==> config.mk <==
export PLATFORM = sky130hd
export DESIGN_NAME = snake_body_engine
export DESIGN_NICKNAME = d
export VERILOG_FILES = /design/src/rtl/snake_pkg.sv /design/src/rtl/snake_seg_fifo.sv /design/src/rtl/snake_body_engine.sv
export SDC_FILE = /design/constraint.sdc
export NUM_CORES = 2
export LEC_CHECK = 0
export BUFFER_PORTS_ARGS = -buffer_cell sky130_fd_sc_hd__buf_2
export CORE_ASPECT_RATIO = 1.2
export CORE_MARGIN = 2
export CORE_UTILIZATION = 45
export DETAILED_ROUTE_END_ITERATION = 16
export GPL_ROUTABILITY_DRIVEN = 0
export GPL_TIMING_DRIVEN = 1
export PLACE_DENSITY = 0.64
export RECOVER_POWER = 25
export SYNTH_ARGS = -nofsm -noshare
export SYNTH_HDL_FRONTEND = slang
export SYNTH_SLANG_ARGS = --single-unit
==> constraint.sdc <==
create_clock -name Clk -period 16 [get_ports Clk]
set_input_delay 3.2 -clock Clk [delete_from_list [all_inputs] [get_ports Clk]]
set_output_delay 3.2 -clock Clk [all_outputs]
set_load 0.01 [all_outputs]
==> src/rtl/snake_pkg.sv <==
// rtl/snake_pkg.sv - grid constants, direction/state encodings and cell-index helper for the snake body engine
package snake_pkg;

    localparam int GRID_DIM = 15;
    localparam int MAX_LEN  = GRID_DIM * GRID_DIM;

    localparam logic [1:0] DIR_UP    = 2'b00;
    localparam logic [1:0] DIR_RIGHT = 2'b01;
    localparam logic [1:0] DIR_DOWN  = 2'b10;
    localparam logic [1:0] DIR_LEFT  = 2'b11;
    // Opposing directions differ only in bit 1 of the encoding
    localparam logic [1:0] DIR_REV_XOR = 2'b10;

    typedef enum logic [1:0] {
        ST_ALIVE  = 2'd0,
        ST_CALC   = 2'd1,
        ST_COMMIT = 2'd2,
        ST_DEAD   = 2'd3
    } state_t;

    localparam logic [3:0] INIT_HEAD_X = 4'd7;
    localparam logic [3:0] INIT_HEAD_Y = 4'd7;
    localparam logic [1:0] INIT_DIR    = DIR_RIGHT;
    localparam logic [7:0] INIT_LEN    = 8'd3;

    // Row-major cell index y*GRID_DIM + x
    function automatic logic [7:0] cell_idx(input logic [3:0] x, input logic [3:0] y);
        return ({4'd0, y} * 8'(GRID_DIM)) + {4'd0, x};
    endfunction

endpackage

==> src/rtl/snake_seg_fifo.sv <==
// rtl/snake_seg_fifo.sv - circular {y,x} segment buffer with head push, tail pop and tail read
module snake_seg_fifo
    import snake_pkg::*;
#(
    parameter int DEPTH = MAX_LEN
) (
    input  logic       clk_i,
    input  logic       rst_i,
    input  logic       init_i,
    input  logic       push_i,
    input  logic [7:0] push_data_i,
    input  logic       pop_i,
    output logic [7:0] tail_data_o
);

    logic [7:0] mem_q [DEPTH];
    logic [7:0] wr_ptr_q;
    logic [7:0] rd_ptr_q;

    function automatic logic [7:0] ptr_inc(input logic [7:0] p);
        return (p == 8'(DEPTH - 1)) ? 8'd0 : p + 8'd1;
    endfunction

    // Seed the starting body (tail in slot 0, head in slot 2) or push/pop one segment
    always_ff @(posedge clk_i or posedge rst_i) begin
        if (rst_i) begin
            mem_q[0] <= {INIT_HEAD_Y, INIT_HEAD_X - 4'd2};
            mem_q[1] <= {INIT_HEAD_Y, INIT_HEAD_X - 4'd1};
            mem_q[2] <= {INIT_HEAD_Y, INIT_HEAD_X};
            rd_ptr_q <= 8'd0;
            wr_ptr_q <= 8'd3;
        end else if (init_i) begin
            mem_q[0] <= {INIT_HEAD_Y, INIT_HEAD_X - 4'd2};
            mem_q[1] <= {INIT_HEAD_Y, INIT_HEAD_X - 4'd1};
            mem_q[2] <= {INIT_HEAD_Y, INIT_HEAD_X};
            rd_ptr_q <= 8'd0;
            wr_ptr_q <= 8'd3;
        end else begin
            if (push_i) begin
                mem_q[wr_ptr_q] <= push_data_i;
                wr_ptr_q        <= ptr_inc(wr_ptr_q);
            end
            if (pop_i) begin
                rd_ptr_q <= ptr_inc(rd_ptr_q);
            end
        end
    end

    // A same-cycle push at full depth overwrites this slot only after it is read
    assign tail_data_o = mem_q[rd_ptr_q];

endmodule

==> src/rtl/snake_body_engine.sv <==
// rtl/snake_body_engine.sv - snake body store, movement, growth and collision; SNAKE_WRAP_EN makes edges wrap
module snake_body_engine #(
    parameter int GRID_DIM = 15,
    parameter int MAX_LEN  = 225
) (
    input  logic       Clk,
    input  logic       Reset,
    input  logic       Init,
    input  logic       Run,
    input  logic       Tick,
    input  logic [1:0] Dir,
    input  logic [3:0] Food_X,
    input  logic [3:0] Food_Y,
    input  logic [3:0] Query_X,
    input  logic [3:0] Query_Y,
    output logic       Collision,
    output logic [7:0] Length,
    output logic       Ate,
    output logic [3:0] Head_X,
    output logic [3:0] Head_Y,
    output logic       Busy,
    output logic       Cell_Snake
);
    import snake_pkg::*;

`ifdef SNAKE_WRAP_EN
    localparam bit WRAP_EN = 1'b1;
`else
    localparam bit WRAP_EN = 1'b0;
`endif

    localparam logic [3:0]         LAST = 4'(GRID_DIM - 1);
    localparam logic [MAX_LEN-1:0] ONE  = MAX_LEN'(1);
    localparam logic [MAX_LEN-1:0] INIT_BITMAP =
        (ONE << cell_idx(INIT_HEAD_X,        INIT_HEAD_Y)) |
        (ONE << cell_idx(INIT_HEAD_X - 4'd1, INIT_HEAD_Y)) |
        (ONE << cell_idx(INIT_HEAD_X - 4'd2, INIT_HEAD_Y));

    state_t             state_q;
    logic [1:0]         dir_q;
    logic [1:0]         dir_lat_q;
    logic [3:0]         cand_x_q;
    logic [3:0]         cand_y_q;
    logic               oob_q;
    logic [3:0]         head_x_q;
    logic [3:0]         head_y_q;
    logic [7:0]         len_q;
    logic               collision_q;
    logic               ate_q;
    logic               busy_q;
    logic [MAX_LEN-1:0] bitmap_q;

    logic [1:0] step_dir;
    logic [3:0] next_x;
    logic [3:0] next_y;
    logic       edge_hit;
    logic [7:0] tail_seg;
    logic [7:0] cand_idx;
    logic [7:0] tail_idx;
    logic [7:0] query_idx;
    logic       grow;
    logic       grow_len;
    logic       hit;
    logic       commit_ok;

    // Resolve the step direction (reverse requests are ignored) and the wrapped candidate head
    always_comb begin
        step_dir = ((dir_lat_q ^ dir_q) == DIR_REV_XOR) ? dir_q : dir_lat_q;
        next_x   = head_x_q;
        next_y   = head_y_q;
        edge_hit = 1'b0;
        case (step_dir)
            DIR_UP: begin
                edge_hit = (head_y_q == 4'd0);
                next_y   = edge_hit ? LAST : head_y_q - 4'd1;
            end
            DIR_RIGHT: begin
                edge_hit = (head_x_q == LAST);
                next_x   = edge_hit ? 4'd0 : head_x_q + 4'd1;
            end
            DIR_DOWN: begin
                edge_hit = (head_y_q == LAST);
                next_y   = edge_hit ? 4'd0 : head_y_q + 4'd1;
            end
            default: begin
                edge_hit = (head_x_q == 4'd0);
                next_x   = edge_hit ? LAST : head_x_q - 4'd1;
            end
        endcase
    end

    assign cand_idx  = cell_idx(cand_x_q, cand_y_q);
    assign tail_idx  = cell_idx(tail_seg[3:0], tail_seg[7:4]);
    assign grow      = (cand_x_q == Food_X) && (cand_y_q == Food_Y);
    assign grow_len  = grow && (len_q < 8'(MAX_LEN));
    // The cell the tail is about to vacate is free, unless this step grows and keeps the tail
    assign hit       = oob_q || (bitmap_q[cand_idx] && !((cand_idx == tail_idx) && !grow));
    assign commit_ok = (state_q == ST_COMMIT) && !hit && !Init;

    snake_seg_fifo #(
        .DEPTH(MAX_LEN)
    ) u_seg_fifo (
        .clk_i      (Clk),
        .rst_i      (Reset),
        .init_i     (Init),
        .push_i     (commit_ok),
        .push_data_i({cand_y_q, cand_x_q}),
        .pop_i      (commit_ok && !grow_len),
        .tail_data_o(tail_seg)
    );

    // Step sequencer: ALIVE waits for a run tick, CALC forms the candidate, COMMIT applies or kills
    always_ff @(posedge Clk or posedge Reset) begin
        if (Reset) begin
            state_q     <= ST_ALIVE;
            dir_q       <= INIT_DIR;
            dir_lat_q   <= INIT_DIR;
            cand_x_q    <= INIT_HEAD_X;
            cand_y_q    <= INIT_HEAD_Y;
            oob_q       <= 1'b0;
            head_x_q    <= INIT_HEAD_X;
            head_y_q    <= INIT_HEAD_Y;
            len_q       <= INIT_LEN;
            collision_q <= 1'b0;
            ate_q       <= 1'b0;
            busy_q      <= 1'b0;
        end else if (Init) begin
            state_q     <= ST_ALIVE;
            dir_q       <= INIT_DIR;
            dir_lat_q   <= INIT_DIR;
            cand_x_q    <= INIT_HEAD_X;
            cand_y_q    <= INIT_HEAD_Y;
            oob_q       <= 1'b0;
            head_x_q    <= INIT_HEAD_X;
            head_y_q    <= INIT_HEAD_Y;
            len_q       <= INIT_LEN;
            collision_q <= 1'b0;
            ate_q       <= 1'b0;
            busy_q      <= 1'b0;
        end else begin
            ate_q <= 1'b0;
            case (state_q)
                ST_ALIVE: begin
                    if (Tick && Run) begin
                        dir_lat_q <= Dir;
                        busy_q    <= 1'b1;
                        state_q   <= ST_CALC;
                    end
                end
                ST_CALC: begin
                    dir_q    <= step_dir;
                    cand_x_q <= next_x;
                    cand_y_q <= next_y;
                    oob_q    <= edge_hit && !WRAP_EN;
                    state_q  <= ST_COMMIT;
                end
                ST_COMMIT: begin
                    busy_q <= 1'b0;
                    if (hit) begin
                        collision_q <= 1'b1;
                        state_q     <= ST_DEAD;
                    end else begin
                        head_x_q <= cand_x_q;
                        head_y_q <= cand_y_q;
                        if (grow_len) begin
                            len_q <= len_q + 8'd1;
                            ate_q <= 1'b1;
                        end
                        state_q <= ST_ALIVE;
                    end
                end
                default: begin
                    state_q <= ST_DEAD;
                end
            endcase
        end
    end

    // Occupancy: full-width restore, else mark the new head and free the tail on a non-growing move
    always_ff @(posedge Clk or posedge Reset) begin
        if (Reset) begin
            bitmap_q <= INIT_BITMAP;
        end else if (Init) begin
            bitmap_q <= INIT_BITMAP;
        end else if (commit_ok) begin
            if (!grow_len) begin
                bitmap_q[tail_idx] <= 1'b0;
            end
            bitmap_q[cand_idx] <= 1'b1;
        end
    end

    assign query_idx  = cell_idx(Query_X, Query_Y);
    assign Cell_Snake = (Query_X <= LAST) && (Query_Y <= LAST) && bitmap_q[query_idx];

    assign Collision = collision_q;
    assign Length    = len_q;
    assign Ate       = ate_q;
    assign Head_X    = head_x_q;
    assign Head_Y    = head_y_q;
    assign Busy      = busy_q;

endmodule

==> metrics.yaml <==
area_growth_pct: 11.0
max_cap_viol_count: 15
clock-sinks: 2075
synth_area_leaders: "edfxtp_1 60%, mux4_2 18%, dfrtp_1 7.4%, o211ai_1 1.7%, o21ai_0 1.4%"
switching_share_pct: 33.4
drtIter0Drc: 5289
via_per_inst: 6.22
cts_tree: "done"
slowest_delay_ns: 0.70
synthesis.nets: 4873
slew_violations: 1160
ys_ff_latch: 2075
ys_seq_area_share_pct: 69.0
crit_arrival_ns: 7.87
crit_slowest_cell: "xor2_2"
routed_wl_um: 230000
rsz0062_at_grt: "no"
clock_latency_ns: 0.86
clk_pin_slew_ns: 0.06
cp_common_cell: "fa_1"
ff2ff_path_depth: 22
tns_ns: 0
cts_resized: 0
layout-drive-gt1-share_pct: 24.9
start_util_pct: 45.1
layout_setup_ws_ns: 4.93
p_sw_mw: 4.90
busiest_layer: "met2"
pwr-share-seq_pct: 42.9
yosys_warnings: 0
p_int_mw: 9.79
wl_per_cell_um: 30.4
setup_violations: 0
yosysTopAreaCell: "edfxtp_1"
hold_violations: 0
die_h_um: 489
synth_top_family_by_area: "multiplexers"
period_needed_ns: 11.07
worstSetupStartpointType: "input port"
critical_path.startpoint: "Query_Y[0]"
worstPathCellList: "buf_2 > fa_1 > inv_1 > fa_1 > fa_1 > inv_1 > ha_1 > xor2_2 > mux4_2 > mux2_2 > nand2_1 > o21ai_0 > mux2_2 > a21oi_1 > nor2_1 > buf_2"
use_met3_pct: 3.82
outcome: "finished with violations"
grt.overflow.total: 0
async_flop_share_pct: 14.4
hold_class: "flop to flop"
ys.flop_type: "edfxtp_1"
final_util_pct: 50.1
synth_mux_area_share_pct: 19.1
io_buffers: 42
endpoint_kind: "output pin"
ios: 43
post-cts-setup-buffers: 0
synth_compound_area_share_pct: 4.32
syn_inst: 4760
holdBufCountCts: 0
peakVddDrop_mv: 0.506
final_cell_mix: "1,776 x edfxtp_1, 719 x mux4_2, 325 x nor2_1, 265 x nand2_1, 256 x dfrtp_1"
p_clk_share_pct: 32.5
fp-row-count: 178
synthSimpleGateAreaFrac_pct: 3.88
cts_buffer_depth: 3
slew_headroom_pct: -450
clockRootBuffer: "clkbuf_16"
grt.total_usage_pct: 23.1
stdcell_count: 7554
r2r-end: "u_seg_fifo.mem_q[351]"
final_nets: 4887
critical_path_class: "input port to output pin"
cts_inserted_buffers: 197
vias: 47000
required_ns: 12.80
dieArea_um2: 200000
ant_nets: 0
power.density_nw_per_um2: 150
yosys.cell_types.count: 72
rrSetupSlack_ns: 5.03
use_met1_pct: 30.1
dp.cells: 7185
drtPass1Iterations: 6
synth_xor_area_share_pct: 0.437
r2r_start: "u_seg_fifo.rd_ptr_q[1]"
tightestPinTransition_ns: 8.25
syn-cell-area_um2: 88200
dp_slack_ns: 4.91
fmax_mhz: 90.4
violations: "max-capacitance violations, max-slew violations"
grt_pass1_vias: 47600
use_met2_pct: 38.8
synth_top_area_share_pct: 60.5
grt_max_degree: 168
synth_fa_ha_area_share_pct: 1.46
grt_pass1_wl_um: 339000
fin_skew_ns: 0.0697
drc: 0
htreeDepth: 4
core_um2: 195000
fin_crit_sh_pct: 69.2
synth_edf_count: 1776
layout_commonest_cell: "edfxtp_1"
antenna_found_initial: 3
hpwlAfterDp_um: 142000
syn_avg_cell_area_um2: 18.5
leakagePower_nw: 29.0
comb_power_share_pct: 24.6
critical_path.endpoint: "Cell_Snake"
fp.dieW_um: 408
path_max_fanout: 11
-- critical path, delay by kind of cell --
kind,cells,cell delay (ns)
buffers and inverters,4,0.41
and+or+nand+nor,2,0.17
muxes,3,1.18
xor gates and xnor gates,1,0.70
adders and majority gates,4,1.93
AOI/OAI and AO/OA,2,0.29
-- flip-flops by register name, summed over array words and instances, names as in the netlist --
register	flops
Head_Y	4
Ate	1
bitmap_q	225
cand_y_q	4
dir_lat_q	2
dir_q	2
u_seg_fifo.wr_ptr_q	8
Length	8
Head_X	4
state_q	2
u_seg_fifo.mem_q	1800
cand_x_q	4
oob_q	1
Busy	1
u_seg_fifo.rd_ptr_q	8
Collision	1
-- cell type report --
cell class                 instances  area (um^2)
fill                           15700        97400
sequential                      2075        60900
multi-input combinational       2295        25900
clock buffer                     244         5250
tap                             2610         3270
clock inverter                   124         1350
timing repair buffer             133          918
inverter                          72          283
antenna                            1         2.50
-- cells by family after synthesis --
family,count (synthesis)
adder cells (fa/ha/maj),90
buffers and inverters,390
AO/OA/AOI/OAI,595
XOR/XNOR,38
AND/OR/NAND/NOR,787
flip-flops,2075
multiplexers,785
-- cells in the mapped netlist (3+ instances only) --
master / count
a211oi_1: 5
a21oi_1: 41
a22oi_1: 3
and2_1: 5
and3_1: 8
buf_1: 69
buf_2: 37
buf_4: 5
buf_6: 3
clkbuf_1: 201
clkbuf_2: 3
dfrtp_1: 262
dfstp_2: 37
edfxtp_1: 1776
fa_1: 21
ha_1: 69
inv_1: 71
mux2_2: 5
mux2i_1: 61
mux4_2: 719
nand2_1: 265
nand2b_1: 13
nand3_1: 63
nand3b_1: 3
nand4_1: 25
nor2_1: 326
nor2b_1: 9
nor3_1: 22
nor4_1: 11
nor4b_1: 5
o211ai_1: 203
o21a_1: 4
o21ai_0: 247
o21ai_1: 23
o21bai_1: 6
o311ai_0: 37
o31ai_1: 3
o31ai_2: 3
or3_1: 13
or4_1: 3
xnor2_1: 22
xor2_1: 12
-- power by group through the flow --
stage	clock [mW]	combinational (mW)	sequential [mW]
after floorplan	0	2.10	6.44
final	4.77	3.61	6.31
after global routing	5.04	3.76	6.32
after global placement	0	3.55	6.38
after detailed placement	0	3.57	6.38
after CTS	4.83	3.58	6.26
-- worst min path at each step --
stage / from / to / slack (ns) / depth (start not counted)
2_1_floorplan: dir_q[0] / dir_q[0] / 0.49 / 2
3_3_place_gp: dir_q[0] / dir_q[0] / 0.50 / 2
3_5_place_dp: dir_q[0] / dir_q[0] / 0.50 / 2
4_1_cts: dir_q[0] / dir_q[0] / 0.51 / 2
5_1_grt: dir_q[0] / dir_q[0] / 0.54 / 2
6_report: dir_q[0] / dir_q[0] / 0.51 / 2
-- per-stage QoR --
stage	hold slack [ns]	total power, mW	cell area, um^2
finish	0.511	14.7	97900
global route	0.536	15.1	97900
CTS	0.510	14.7	98000
detailed placement	0.498	9.95	91400
global placement	0.495	9.93	91400
floorplan	0.488	8.54	88200
-- metal layers --
metal	share of wire, %	wire length, um
met5	0.0030	7
met4	4.5	10300
met3	6.8	15600
met2	51	117000
met1	38	87400
Power figures use the tool's default switching activity.
